--- src/rtl/soc_cpu_oci_dct_capture.sv ---
// Trace-entry packer: gathers ENTRIES trace entries per word, hands words off over valid/ready,
// flushes a partial word at end of test and then raises a sticky end flag.
module soc_cpu_oci_dct_capture #(
    parameter int ENTRY_W = 15,
    parameter int ENTRIES = 2,
    parameter int CNT_W   = 4,
    parameter int OVF_W   = 8
) (
    input  logic                       clk,
    input  logic                       reset,
    input  logic                       trace_valid,
    input  logic [ENTRY_W-1:0]         trace_data,
    input  logic                       test_ending,
    output logic                       dct_valid,
    input  logic                       dct_ready,
    output logic [ENTRY_W*ENTRIES-1:0] dct_buffer,
    output logic [CNT_W-1:0]           dct_count,
    output logic [OVF_W-1:0]           overflow_count,
    output logic                       test_has_ended
);

    localparam int BUF_W = ENTRY_W * ENTRIES;
    localparam logic [CNT_W-1:0] FULL_CNT = CNT_W'(ENTRIES);
    localparam logic [CNT_W-1:0] LAST_CNT = CNT_W'(ENTRIES - 1);

    typedef enum logic [1:0] {
        ST_RUN,
        ST_DRAIN,
        ST_ENDED
    } state_t;

    state_t             state_q, state_d;
    logic [CNT_W-1:0]   fc_q, fc_d;
    logic [BUF_W-1:0]   fill_q, fill_d;
    logic               valid_q, valid_d;
    logic [BUF_W-1:0]   buf_q, buf_d;
    logic [CNT_W-1:0]   cnt_q, cnt_d;
    logic [OVF_W-1:0]   ovf_q, ovf_d;
    logic               ended_q, ended_d;

    logic               ofree;
    logic               fill_full;
    logic [ENTRIES-1:0] slot_sel;
    logic [BUF_W-1:0]   fill_wr;

    assign ofree     = !valid_q || dct_ready;
    assign fill_full = (fc_q == FULL_CNT);

    // Fill contents with the incoming entry written into slot fc.
    generate
        for (genvar gi = 0; gi < ENTRIES; gi++) begin : g_slot
            assign slot_sel[gi] = (fc_q == CNT_W'(gi));
            assign fill_wr[gi*ENTRY_W +: ENTRY_W] =
                slot_sel[gi] ? trace_data : fill_q[gi*ENTRY_W +: ENTRY_W];
        end
    endgenerate

    always_comb begin
        state_d = state_q;
        fc_d    = fc_q;
        fill_d  = fill_q;
        valid_d = valid_q;
        buf_d   = buf_q;
        cnt_d   = cnt_q;
        ovf_d   = ovf_q;
        ended_d = ended_q;

        // A consumed word leaves the output zeroed unless a new load below overrides it.
        if (valid_q && dct_ready) begin
            valid_d = 1'b0;
            buf_d   = '0;
            cnt_d   = '0;
        end

        case (state_q)
            ST_RUN: begin
                if (fill_full) begin
                    if (ofree) begin
                        valid_d = 1'b1;
                        buf_d   = fill_q;
                        cnt_d   = FULL_CNT;
                        fill_d  = '0;
                        fc_d    = '0;
                        if (trace_valid) begin
                            fill_d[ENTRY_W-1:0] = trace_data;
                            fc_d                = CNT_W'(1);
                        end
                    end else if (trace_valid && (ovf_q != '1)) begin
                        ovf_d = ovf_q + OVF_W'(1);
                    end
                end else if (trace_valid) begin
                    if ((fc_q == LAST_CNT) && ofree) begin
                        valid_d = 1'b1;
                        buf_d   = fill_wr;
                        cnt_d   = FULL_CNT;
                        fill_d  = '0;
                        fc_d    = '0;
                    end else begin
                        fill_d = fill_wr;
                        fc_d   = fc_q + CNT_W'(1);
                    end
                end
                if (test_ending) begin
                    state_d = ST_DRAIN;
                end
            end
            ST_DRAIN: begin
                if ((fc_q != '0) && ofree) begin
                    valid_d = 1'b1;
                    buf_d   = fill_q;
                    cnt_d   = fc_q;
                    fill_d  = '0;
                    fc_d    = '0;
                end else if ((fc_q == '0) && ofree) begin
                    state_d = ST_ENDED;
                    ended_d = 1'b1;
                end
            end
            ST_ENDED: begin
                ended_d = 1'b1;
            end
            default: begin
                state_d = ST_RUN;
            end
        endcase
    end

    always_ff @(posedge clk or posedge reset) begin
        if (reset) begin
            state_q <= ST_RUN;
            fc_q    <= '0;
            fill_q  <= '0;
            valid_q <= 1'b0;
            buf_q   <= '0;
            cnt_q   <= '0;
            ovf_q   <= '0;
            ended_q <= 1'b0;
        end else begin
            state_q <= state_d;
            fc_q    <= fc_d;
            fill_q  <= fill_d;
            valid_q <= valid_d;
            buf_q   <= buf_d;
            cnt_q   <= cnt_d;
            ovf_q   <= ovf_d;
            ended_q <= ended_d;
        end
    end

    assign dct_valid      = valid_q;
    assign dct_buffer     = buf_q;
    assign dct_count      = cnt_q;
    assign overflow_count = ovf_q;
    assign test_has_ended = ended_q;

endmodule

--- config.mk ---
export PLATFORM = sky130hd
export DESIGN_NAME = soc_cpu_oci_dct_capture
export DESIGN_NICKNAME = d
export VERILOG_FILES = /design/src/rtl/soc_cpu_oci_dct_capture.sv
export SDC_FILE = /design/constraint.sdc
export NUM_CORES = 1
export LEC_CHECK = 0
export BUFFER_PORTS_ARGS = -buffer_cell sky130_fd_sc_hd__buf_2
export CAP_MARGIN = 20
export CORE_MARGIN = 4
export CORE_UTILIZATION = 37
export CTS_CLUSTER_SIZE = 25
export DETAILED_ROUTE_END_ITERATION = 10
export PLACE_DENSITY = 0.63
export RECOVER_POWER = 100
export SKIP_CTS_REPAIR_TIMING = 1
export SLEW_MARGIN = 10
export SYNTH_ARGS = -nofsm -noshare
export SYNTH_HDL_FRONTEND = slang
export SYNTH_SLANG_ARGS = --single-unit
--- constraint.sdc ---
create_clock -name clk -period 3.7 [get_ports clk]
set_input_delay 0.555 -clock clk [delete_from_list [all_inputs] [get_ports clk]]
set_output_delay 0.555 -clock clk [all_outputs]
set_load 0.02 [all_outputs]
### Yosys cells after proc, flatten, opt, wreduce, memory -nomap -nowiden

Cells that the tools add are included.

* register bits after elaboration: 80
* output and inout bits: 44

* add/subtract/negate cells: 2
* equality and inequality tests: 11
* multiplexer cells: 44
* bitwise operators: 2
* reductions and logical operators: 16

Operator list (count)
* 30-bit 2-to-1 mux: 11
* 30-bit one-hot mux with 2 select lines: 2
* 15-bit 2-to-1 mux: 3
* 4-bit 2-to-1 mux: 11
* 4-bit one-hot mux with 2 select lines: 2
* 4-bit AND reduction: 3
* 1-bit 2-to-1 mux: 9
* 8-bit by 1-bit adder with 8-bit output (second input constant): 1
* 2-bit != test (second input constant): 4
* 8-bit != test (second input constant): 1
* 2-bit 2-to-1 mux: 3
* 3-bit != test (second input constant): 2
* 2-bit one-hot mux with 3 select lines: 1
* 1-bit logical AND: 5
* 4-bit by 1-bit adder with 4-bit output (second input constant): 1
* 4-bit by 1-bit == test with 1-bit output (second input constant): 1
* 4-bit by 2-bit == test with 1-bit output (second input constant): 1
* 4-bit zero test: 1
* 1-bit one-hot mux with 2 select lines: 2
* 2-bit nonzero test: 2
* 4-bit nonzero test: 1
* 3-bit AND reduction: 1
* 2-bit by 1-bit == test with 1-bit output (second input constant): 1
* 2-bit == test (second input constant): 1
* 4 further kinds: 5

### Longest topological paths before layout

Gate-level depths: netlist of run 1.

* word-level depth: 7
* gate-level depth with buffers: 9

### Least setup slack after synthesis of run 1

Ideal clock, no wire load.

* path kind: register to register
* start point: reg fc_q[0]
* end point: reg fill_q[15]
* data arrival time: 2.083 ns
* data required time: 3.579 ns
* path slack: 1.496 ns
* cell stages (with the launch flop): 10
* buffers on the path: 2
* clock period less this slack: 2.204 ns
* cells stage by stage: dfrtp_1 -> inv_1 -> ha_1 -> or3b_1 -> and3_1 -> buf_2 -> a311oi_4 -> nor3_2 -> buf_2 -> a22o_1

* cells in the longest elaborated chain, start to end: 6
* elaborated cells between the ends (all ways): 14
* classes of those cells: 5 x eq/ne; 5 x mux; 4 x reduce/logical

Ends and longest elaborated chain
* from (decl): RTL line 33 `logic [CNT_W-1:0] fc_q, fc_d;`
* from (signal assigned): RTL line 131 `fc_q <= '0;`
* from (signal assigned): RTL line 140 `fc_q <= fc_d;`
* 4-bit by 1-bit == test with 1-bit output: RTL line 52, 92
* 15-bit 2-to-1 mux / 1-bit logical AND (equally long branches): RTL line 54, 92
* 30-bit 2-to-1 mux: RTL line 92 `if ((fc_q == LAST_CNT) && ofree) begin`
* 30-bit 2-to-1 mux: RTL line 91 `end else if (trace_valid) begin`
* 30-bit 2-to-1 mux: RTL line 77 `if (fill_full) begin`
* 30-bit one-hot mux with 2 select lines: RTL line 75 `case (state_q)`
* to (signal assigned): RTL line 141 `fill_q <= fill_d;`
* to (decl): RTL line 34 `logic [BUF_W-1:0] fill_q, fill_d;`

Parallel ways exist; a longest one is shown, timed or not. The select of a mux whose other input is x is not followed.
A chain may end at the register's enable or synchronous reset.

### Worst setup path in the final report of run 1

* start point: reg fc_q[0]
* end point: reg fill_q[27]

Same word-level chain as after synthesis.

==> results of run 1 <==
[synth_stat cells (all sizes together)]
| cell type | count | area [µm²] |
|---|---|---|
| a2111oi | 1 | 27.53 |
| a211o | 5 | 43.79 |
| a211oi | 2 | 20.02 |
| a21o | 1 | 8.760 |
| a21oi | 12 | 60.06 |
| a221o | 5 | 50.05 |
| a222oi | 5 | 50.05 |
| a22o | 32 | 280.3 |
| a22oi | 8 | 60.06 |
| a311oi | 2 | 35.04 |
| a31oi | 13 | 81.33 |
| a32o | 7 | 70.07 |
| and3 | 20 | 125.1 |
| buf | 21 | 111.4 |
| clkbuf | 23 | 86.33 |
| dfrtp | 80 | 2002 |
| ha | 5 | 62.56 |
| inv | 9 | 33.78 |
| mux2 | 11 | 123.9 |
| mux2i | 24 | 240.2 |
| nand2 | 74 | 277.8 |
| nand2b | 2 | 12.51 |
| nand3 | 27 | 135.1 |
| nand3b | 1 | 7.510 |
| nand4 | 6 | 37.54 |
| nor2 | 25 | 93.84 |
| nor2b | 2 | 12.51 |
| nor3 | 24 | 130.1 |
| nor3b | 2 | 15.01 |
| nor4 | 1 | 6.260 |
| o21a | 2 | 15.01 |
| o21ai | 32 | 160.2 |
| o21bai | 1 | 7.510 |
| o22ai | 12 | 75.07 |
| o311ai | 7 | 61.31 |
| o31ai | 5 | 42.54 |
| or2 | 5 | 31.28 |
| or3 | 2 | 12.51 |
| or3b | 2 | 17.52 |
| or4 | 1 | 7.510 |
| xnor2 | 3 | 26.28 |
| xor2 | 3 | 26.28 |
[kinds of logic (layout without fill, tap and decap cells)]
logic type	count (synthesis)	in the layout	share of synthesized area [%]
AOI/OAI and AO/OA	152	152	24.01
xor gates and xnor gates	6	6	1.099
and+or+nand+nor	194	194	19.28
muxes	35	35	7.612
DFF	80	80	41.85
adders and majority gates	5	5	1.308
buffers and inverters	53	110	4.839
[cells in the final DEF (no fill, tap or decap), types with 3 or more instances in the layout]
| cell type | instances |
|---|---|
| mux2i_1 | 24 |
| a32o_1 | 7 |
| o311ai_0 | 7 |
| o31ai_1 | 4 |
| nor3_1 | 21 |
| and3_1 | 20 |
| nand3_1 | 27 |
| clkbuf_16 | 9 |
| a211o_1 | 5 |
| mux2_2 | 11 |
| nand2_1 | 74 |
| or2_2 | 4 |
| a21oi_1 | 12 |
| clkbuf_8 | 3 |
| buf_2 | 19 |
| nand4_1 | 6 |
| a22o_1 | 32 |
| clkinv_2 | 3 |
| o22ai_1 | 12 |
| buf_4 | 16 |
| inv_1 | 8 |
| a31oi_1 | 13 |
| xnor2_1 | 3 |
| o21ai_0 | 31 |
| a221o_1 | 5 |
| clkbuf_1 | 49 |
| xor2_1 | 3 |
| a222oi_1 | 5 |
| nor3_2 | 3 |
| ha_1 | 5 |
| nor2_1 | 25 |
| a22oi_1 | 8 |
| dfrtp_1 | 80 |
[registers in the layout, summed over array words and instances (netlist names)]
signal and count:
dct_valid 1, dct_buffer 30, state_q 2, fc_q 4, test_has_ended 1, dct_count 4
fill_q 30, overflow_count 8
[area by class of cell]
| class | count | area (µm²) | area share, % |
|---|---|---|---|
| Inverter | 9 | 35.03 | 0.6393 |
| Clock buffer | 13 | 270.3 | 4.931 |
| Tap cell | 172 | 215.2 | 3.927 |
| Sequential cell | 80 | 2002 | 36.53 |
| Multi-Input combinational cell | 392 | 2537 | 46.30 |
| Timing Repair Buffer | 85 | 405.4 | 7.397 |
| Clock inverter | 3 | 15.01 | 0.2740 |
[routing by layer]
metal / up-vias / wire (µm) / part of all wire (%)
met2: 191 / 6739 / 45
met5: - / 0 / 0
met4: 0 / 291 / 2.0
met1: 2218 / 6768 / 46
li1: 2076 / - / -
met3: 31 / 1062 / 7.1
[worst reg2reg max path, cell delays in order (launching register included)]
cell and delay [ps]:
dfrtp_1 460, inv_1 140, ha_1 220, or3b_1 650, and3_1 290, a311oi_2 600
a21o_1 520, a22o_1 240
[power by group]
part           switching [W]  internal, W  leakage (nW)  total, W
registers           0.000387      0.00121          1.06   0.00159
logic                0.00165     0.000977          1.22   0.00263
clock network       0.000354     0.000506         0.145  0.000861
[how the worst max path moves through the flow]
stage,end,from,cells past startpoint
floorplan,dct_buffer[0],reset,1
global placement,fill_q[14],fc_q[0],7
detailed placement,fill_q[7],fc_q[0],7
CTS,fill_q[10],fc_q[0],7
global route,fill_q[4],fc_q[0],7
finish,fill_q[27],fc_q[0],7
[stage by stage]
step	power, W	utilization, %	setup WS [ps]
after global routing	0.005428	43.43	255.9
after CTS	0.005156	44.26	624.8
after detailed placement	0.004277	42.00	639.9
after floorplan	0.003440	-	1093
after global placement	0.004185	42.00	784.1
final	0.005080	43.43	506.2
==> metrics.txt, run 1 <==
status=complete, but fails checks; failing checks=capacitance limit, slew limit; vias in the first global route=~4500; final number of setup-violating endpoints=0; WL final=about 15 mm; CTS Root Cell=clkbuf_16; HP Start=test_has_ended; critical path's top delay family=compound AO/OA/AOI/OAI gates; Warnings, synthesis=0; met2 Use GR=between 30% and 40%; synthesized area=around 4800 µm²; Seq/Total Area, Yosys=41.85%; Nets=between 600 and 700; DR vias/cell=approximately 6.0; post-synthesis cell count=525; post-synth cell types=just over 50; GRT Max-Usage Layer=met2; Slew Limit Headroom=-21.10%; hold path cells=1; GRT Overall Usage=between 20% and 30%; Max rail drop VDD=364.8 µV; Ant. Diodes=0; Die ar.=14810 µm²; max-slew violation count=40; Finished Cell Area=5480 µm²; GRT overflow=0; Placed Cells=roughly 740; Worst Setup End Kind=flop; initial antenna violation count=0; unrepaired setup endpoints after global routing=no; Critical Path AT=3470 ps; core region area=12620 µm²; Critical Path Fanout Max=15; CTS tree=done; Hold Fails Final Rpt=0; I/O pin count=64; Syn Nets=550; clock slew at reported path FFs=around 60 ps; Leakage=roughly 2.4 nW; fin crit share=between 80% and 90%; crit-path max cell delay=650 ps; Tmin final=between 3000 and 4000 ps; worst r2r path cells=7; DRC viols=0; Startpoint Class=flop; Vias=about 4500; met1 Resource Use GR=around 28%; Vert. Die Dim=around 120 µm; CTS Buf Count=9; Post-Layout Cell Count=roughly 750; pin count of the biggest net entering global routing=44; CTS Sinks=80; hpwl dp=10.17 mm; post-route ant nets=0; P&R area growth vs syn=14.57%; first-pass GRT wire length=24.25 mm; CP Class=reg -> reg; Final TNS setup=0 ps; max frequency=about 310 MHz; Worst R2R End=fill_q[27]; drt pass-1 iters=5; Filler cells=between 1000 and 1500; CTS H-tree depth=3; r2r startpoint=fc_q[0]; GPL Wtd Cong=0.9085; met3 GRT Util=about 4%; Syn Area/Cell=slightly above 9 µm²; worst skew pair latency=340 ps; required time of the critical path=~4000 ps; crit-path cells=inv_1, ha_1, or3b_1, and3_1, a311oi_2, a21o_1, a22o_1; DRT iter0 DRCs=394; Worst Hold Class=reg -> reg; hold slack=about 470 ps; drt wl/cell=between 15 and 20 µm; share of layout cells above drive strength 1=approximately an eighth; PortBufs=between 60 and 70; Initial Utilization=37.90%; worst slew pin tran=1806 ps; Power Dens Cells=926.9 nW/µm²; end of the worst hold path=test_has_ended; Die Wd=around 120 µm; reg-to-reg slack, setup=just over 500 ps; placed cell area=approximately 5300 µm²; Crit path buffers/inverters=1; CTS Buffer Depth=2; Seq cells post-synth=80; Fin Clk Skew=around 7.3 ps; maxcap violations=1; # rows=a little over 40; Slowest-stage cell, CP=or3b_1
(Power assumes the default switching activity.)
==> run 2, diff against run 1 <==
Settings changed: CORE_UTILIZATION 37 to 40, PLACE_DENSITY 0.63 to 0.67.
==> run 2 against run 1 <==
  * The run still ends with capacitance limit, slew limit left
  * Cell count shrank 3.8%
  * Global-route usage rose by 0.89 points
  * Worst hold slack better by 3.3 ps
  * Critical path depth rose by 2
  * Sequential cell count unchanged
  * Sequential share of layout area about the same
  * Sequential power barely moved
  * Die area shrank 7.0%
  * Power is 2.8% higher
  * Final area grew 0.11%
  * Largest cell class unchanged
==> metrics.txt, run 2 (synthesized netlist as in run 1, its figures left out) <==
Leakage=around 2.4 nW; final number of setup-violating endpoints=0; max frequency=around 320 MHz; CP Class=reg -> reg; Initial Utilization=between 40% and 50%; crit path launch=fc_q[0]; Nets=603; Max rail drop VDD=385.7 µV; CTS Root Cell=clkbuf_16; pin count of the biggest net entering global routing=61; Slew Limit Headroom=-4.334%; DR vias/cell=roughly 6.3; Worst Hold Class=reg -> reg; Fin Clk Skew=roughly 6.3 ps; DRT iter0 DRCs=approximately 440; r2r startpoint=fc_q[0]; WL final=between 10 and 15 mm; clock slew at reported path FFs=~60 ps; maxcap violations=2; first-pass GRT wire length=about 25 mm; worst slew pin tran=~1600 ps; worst skew pair latency=about 330 ps; Vert. Die Dim=~120 µm; hold slack=~470 ps; drt wl/cell=~21 µm; share of layout cells above drive strength 1=about an eighth; vias in the first global route=4503; required time of the critical path=3960 ps; P&R area growth vs syn=14.70%; core region area=11560 µm²; initial antenna violation count=0; unrepaired setup endpoints after global routing=no; GRT Overall Usage=21.65%; max-slew violation count=63; Hold Fails Final Rpt=0; CTS Buffer Depth=2; Final TNS setup=0 ps; CTS tree=done; GRT overflow=0; Tmin final=3140 ps; Placed Cells=709; commonest non-fill, non-tap cell in the layout=dfrtp_1; CTS H-tree depth=3; Power, Total=between 0.005 and 0.006 W; CTS Buf Count=9; Post-Layout Cell Count=~730; PortBufs=63; post-route ant nets=0; status=complete, but fails checks; HP Start=test_has_ended; hpwl dp=9.940 mm; Ant. Diodes=0; Critical Path Fanout Max=23; Power Dens Cells=between 900 and 1000 nW/µm²; failing checks=capacitance limit, slew limit; Die Wd=between 100 and 150 µm; GPL Wtd Cong=roughly 0.88; CTS Sinks=80; Startpoint Class=flop; # rows=39; Finished Core Util=between 40% and 50%; DRC viols=0; Vias=4586; drt pass-1 iters=5; fin crit share=84.86%; I/O pin count=64; most frequent cells in the layout=80 x dfrtp_1, 74 x nand2_1, 49 x clkbuf_1; Critical Path AT=approximately 3400 ps; Die ar.=around 14000 µm²; Worst Setup End Kind=flop
run 2: cell types whose count changed in the layout (fill, tap and decap cells not counted), sizes merged:
cell / delta
clkinv: -2
bufinv: +2
run 2: layout make-up:
class                           instances  area (µm²)
Fill cell                            1104        6078
Multi-Input combinational cell        392        2539
Sequential cell                        80        2002
Timing Repair Buffer                   86       410.4
Clock buffer                           12       256.5
Tap cell                              143       178.9
Clock inverter                          3       65.06
Inverter                                9       35.03
run 2: layer usage:
metal | track usage (%) | wire (µm)
met5 | 0 | 0
met4 | 6.085 | 224
met3 | 3.417 | 1171
met2 | 34.43 | 6884
met1 | 30.73 | 6622
run 2: critical path, stage by stage, from the launching register on:
cell	delay [ps]
dfrtp_1	440
inv_1	130
ha_1	240
or3b_1	360
buf_4	220
and3_1	180
a311oi_1	370
buf_4	380
a21o_1	500
a22o_1	240
run 2: power by group:
part	leakage, nW	internal [W]	switching (W)	total (W)
logic	1.22	0.000970	0.00169	0.00266
clock network	0.159	0.000624	0.000356	0.000980
registers	1.06	0.00121	0.000381	0.00159
run 2: metrics by stage:
| step | setup slack [ps] | area [µm²] |
|---|---|---|
| floorplan | 1093 | 4783 |
| global placement | 853.8 | 5256 |
| detailed placement | 837.8 | 5264 |
| CTS | 805.4 | 5585 |
| global route | 375.2 | 5487 |
| finish | 560.3 | 5487 |
run 2: final timing paths:
path                                           to  slack [ps]  depth (start not counted)
worst min register to register     test_has_ended         470                          1
worst max-delay path                   fill_q[24]         560                          9
max in group asynchronous          dct_buffer[28]         930                          4
min in group asynchronous       overflow_count[1]         560                          2
worst min-delay path               test_has_ended         470                          1
worst max register to register         fill_q[24]         560                          9
==> run 3, diff against run 2 <==
Clock period 3.7 ns to 3.1 ns, I/O delays scaled along.
==> run 3 against run 2 <==
  * The run still ends with capacitance limit, slew limit left
  * Utilization up 0.53 points
  * Sequential power up 18%
  * Sequential cell count unchanged
  * Critical path depth down 1
  * Clock skew up 3.3 ps
  * Cell count up 0.28%
  * Largest cell class unchanged
  * Largest power group unchanged
  * Non-clock buffer count up 1
  * Critical path type unchanged
==> metrics.txt, run 3 (synthesized netlist as in run 1, its figures left out) <==
Multi-input gate area=around 2500 µm²; DR vias/cell=6.323; GPL Wtd Cong=between 0.9 and 1; r2r startpoint=fc_q[0]; CP Class=reg -> reg; Slew Limit Headroom=-17.16%; Critical Path Fanout Max=37; initial antenna violation count=0; max frequency=approximately 350 MHz; power share of the combinational group=about half; P_sw=0.002918 W; drt pass-1 iters=6; unrepaired setup endpoints after global routing=no; post-route ant nets=0; Fin Clk Skew=between 9 and 10 ps; Max rail drop VDD=533.6 µV; Reg power frac=between 20 and 30%; CTS tree=done; P&R area growth vs syn=15.98%; core region area=approximately 12000 µm²; hpwl dp=roughly 10 mm; # rows=39; reg-to-reg slack, setup=approximately 260 ps; max-slew violation count=40; CTS Sinks=80; pin count of the biggest net entering global routing=44; crit path launch=fc_q[0]; CTS Buf Count=9; clock slew at reported path FFs=approximately 60 ps; CTS Root Cell=clkbuf_16; Filler cells=about 1100; Worst Hold Class=in -> reg; failing checks=capacitance limit, slew limit; WL final=approximately 15 mm; CTS Buffer Depth=2; sw frac=between 40% and 50%; Hold Fails Final Rpt=0; FF+latch area=2002 µm²; maxcap violations=1; most frequent cells in the layout=80 x dfrtp_1, 74 x nand2_1, 48 x clkbuf_1; final number of setup-violating endpoints=0; CTS H-tree depth=3; Worst Setup End Kind=flop; Final TNS setup=0 ps; part of the power in the clock network=approximately a fifth; Leakage=approximately 2.5 nW; PortBufs=63; drt wl/cell=20.60 µm; hold slack=about 400 ps; HP Start=trace_data[8]; Vert. Die Dim=about 120 µm; Startpoint Class=flop; worst slew pin tran=between 1500 and 2000 ps; Cell Int Power=0.003514 W; fin crit share=between 90% and 100%; status=complete, but fails checks; Ant. Diodes=0; Power Dens Cells=1159 nW/µm²; commonest non-fill, non-tap cell in the layout=dfrtp_1; Initial Utilization=between 40% and 50%; share of layout cells above drive strength 1=13.87%; DRC viols=0; I/O pin count=64; DRT iter0 DRCs=~570; Critical Path AT=between 3000 and 4000 ps; GRT Overall Usage=21.69%; Die ar.=between 10000 and 15000 µm²; worst skew pair latency=350 ps; Vias=around 4600; GRT overflow=0; Power, Total=roughly 0.0064 W; Tmin final=between 2000 and 3000 ps; vias in the first global route=about 4600; first-pass GRT wire length=24.40 mm; Nets=slightly above 600; Die Wd=117.4 µm; required time of the critical path=~3400 ps
[run 3: per-stage QoR]
| stage | area, µm² | worst slack [ps] | cells | utilization (%) |
|---|---|---|---|---|
| 2_1_floorplan | 4783 | 583.3 | 525 | - |
| 3_3_place_gp | 5291 | 595.1 | 711 | 45.75 |
| 3_5_place_dp | 5291 | 442.0 | 711 | 45.75 |
| 4_1_cts | 5660 | 438.0 | 727 | 48.95 |
| 5_1_grt | 5548 | 133.6 | 727 | 47.97 |
| 6_report | 5548 | 263.3 | 727 | 47.97 |
[run 3: final timing paths]
path                                           to  depth (start not counted)
min in group asynchronous       overflow_count[4]                          2
worst min-delay path                   fill_q[23]                          2
worst min register to register     test_has_ended                          1
worst max register to register         fill_q[19]                          8
max in group asynchronous               fill_q[5]                          3
worst max-delay path                   fill_q[19]                          8
[run 3: worst max-delay path, cell delays in order, from the launching register on]
cell and delay (ps):
dfrtp_1 440, inv_1 110, ha_1 240, or3b_1 220
buf_4 390, a311oi_4 180, nor3_2 620, clkbuf_1 370
a22o_1 190
[run 3: routing by layer]
| layer | vias to the layer above | part of all wire [%] | track usage, % |
|---|---|---|---|
| li1 | 2082 | - | - |
| met1 | 2258 | 43 | 28.59 |
| met2 | 211 | 45 | 34.47 |
| met3 | 46 | 7.9 | 3.417 |
| met4 | 0 | 3.8 | 11.44 |
| met5 | - | 0 | 0 |
[run 3: power groups by stage]
stage	combinational (W)	sequential, W	clock (W)
2_1_floorplan	0.00216	0.00194	0
3_3_place_gp	0.00318	0.00187	0
3_5_place_dp	0.00328	0.00188	0
4_1_cts	0.00329	0.00187	0.00134
5_1_grt	0.00352	0.00194	0.00137
6_report	0.00323	0.00188	0.00132
[run 3: cell type report]
| cell class | count | area share (%) |
|---|---|---|
| Sequential cell | 80 | 36.08 |
| Timing Repair Buffer | 87 | 7.442 |
| Clock buffer | 10 | 4.308 |
| Inverter | 9 | 0.6315 |
| Multi-Input combinational cell | 392 | 45.96 |
| Tap cell | 143 | 3.225 |
| Clock inverter | 6 | 2.346 |
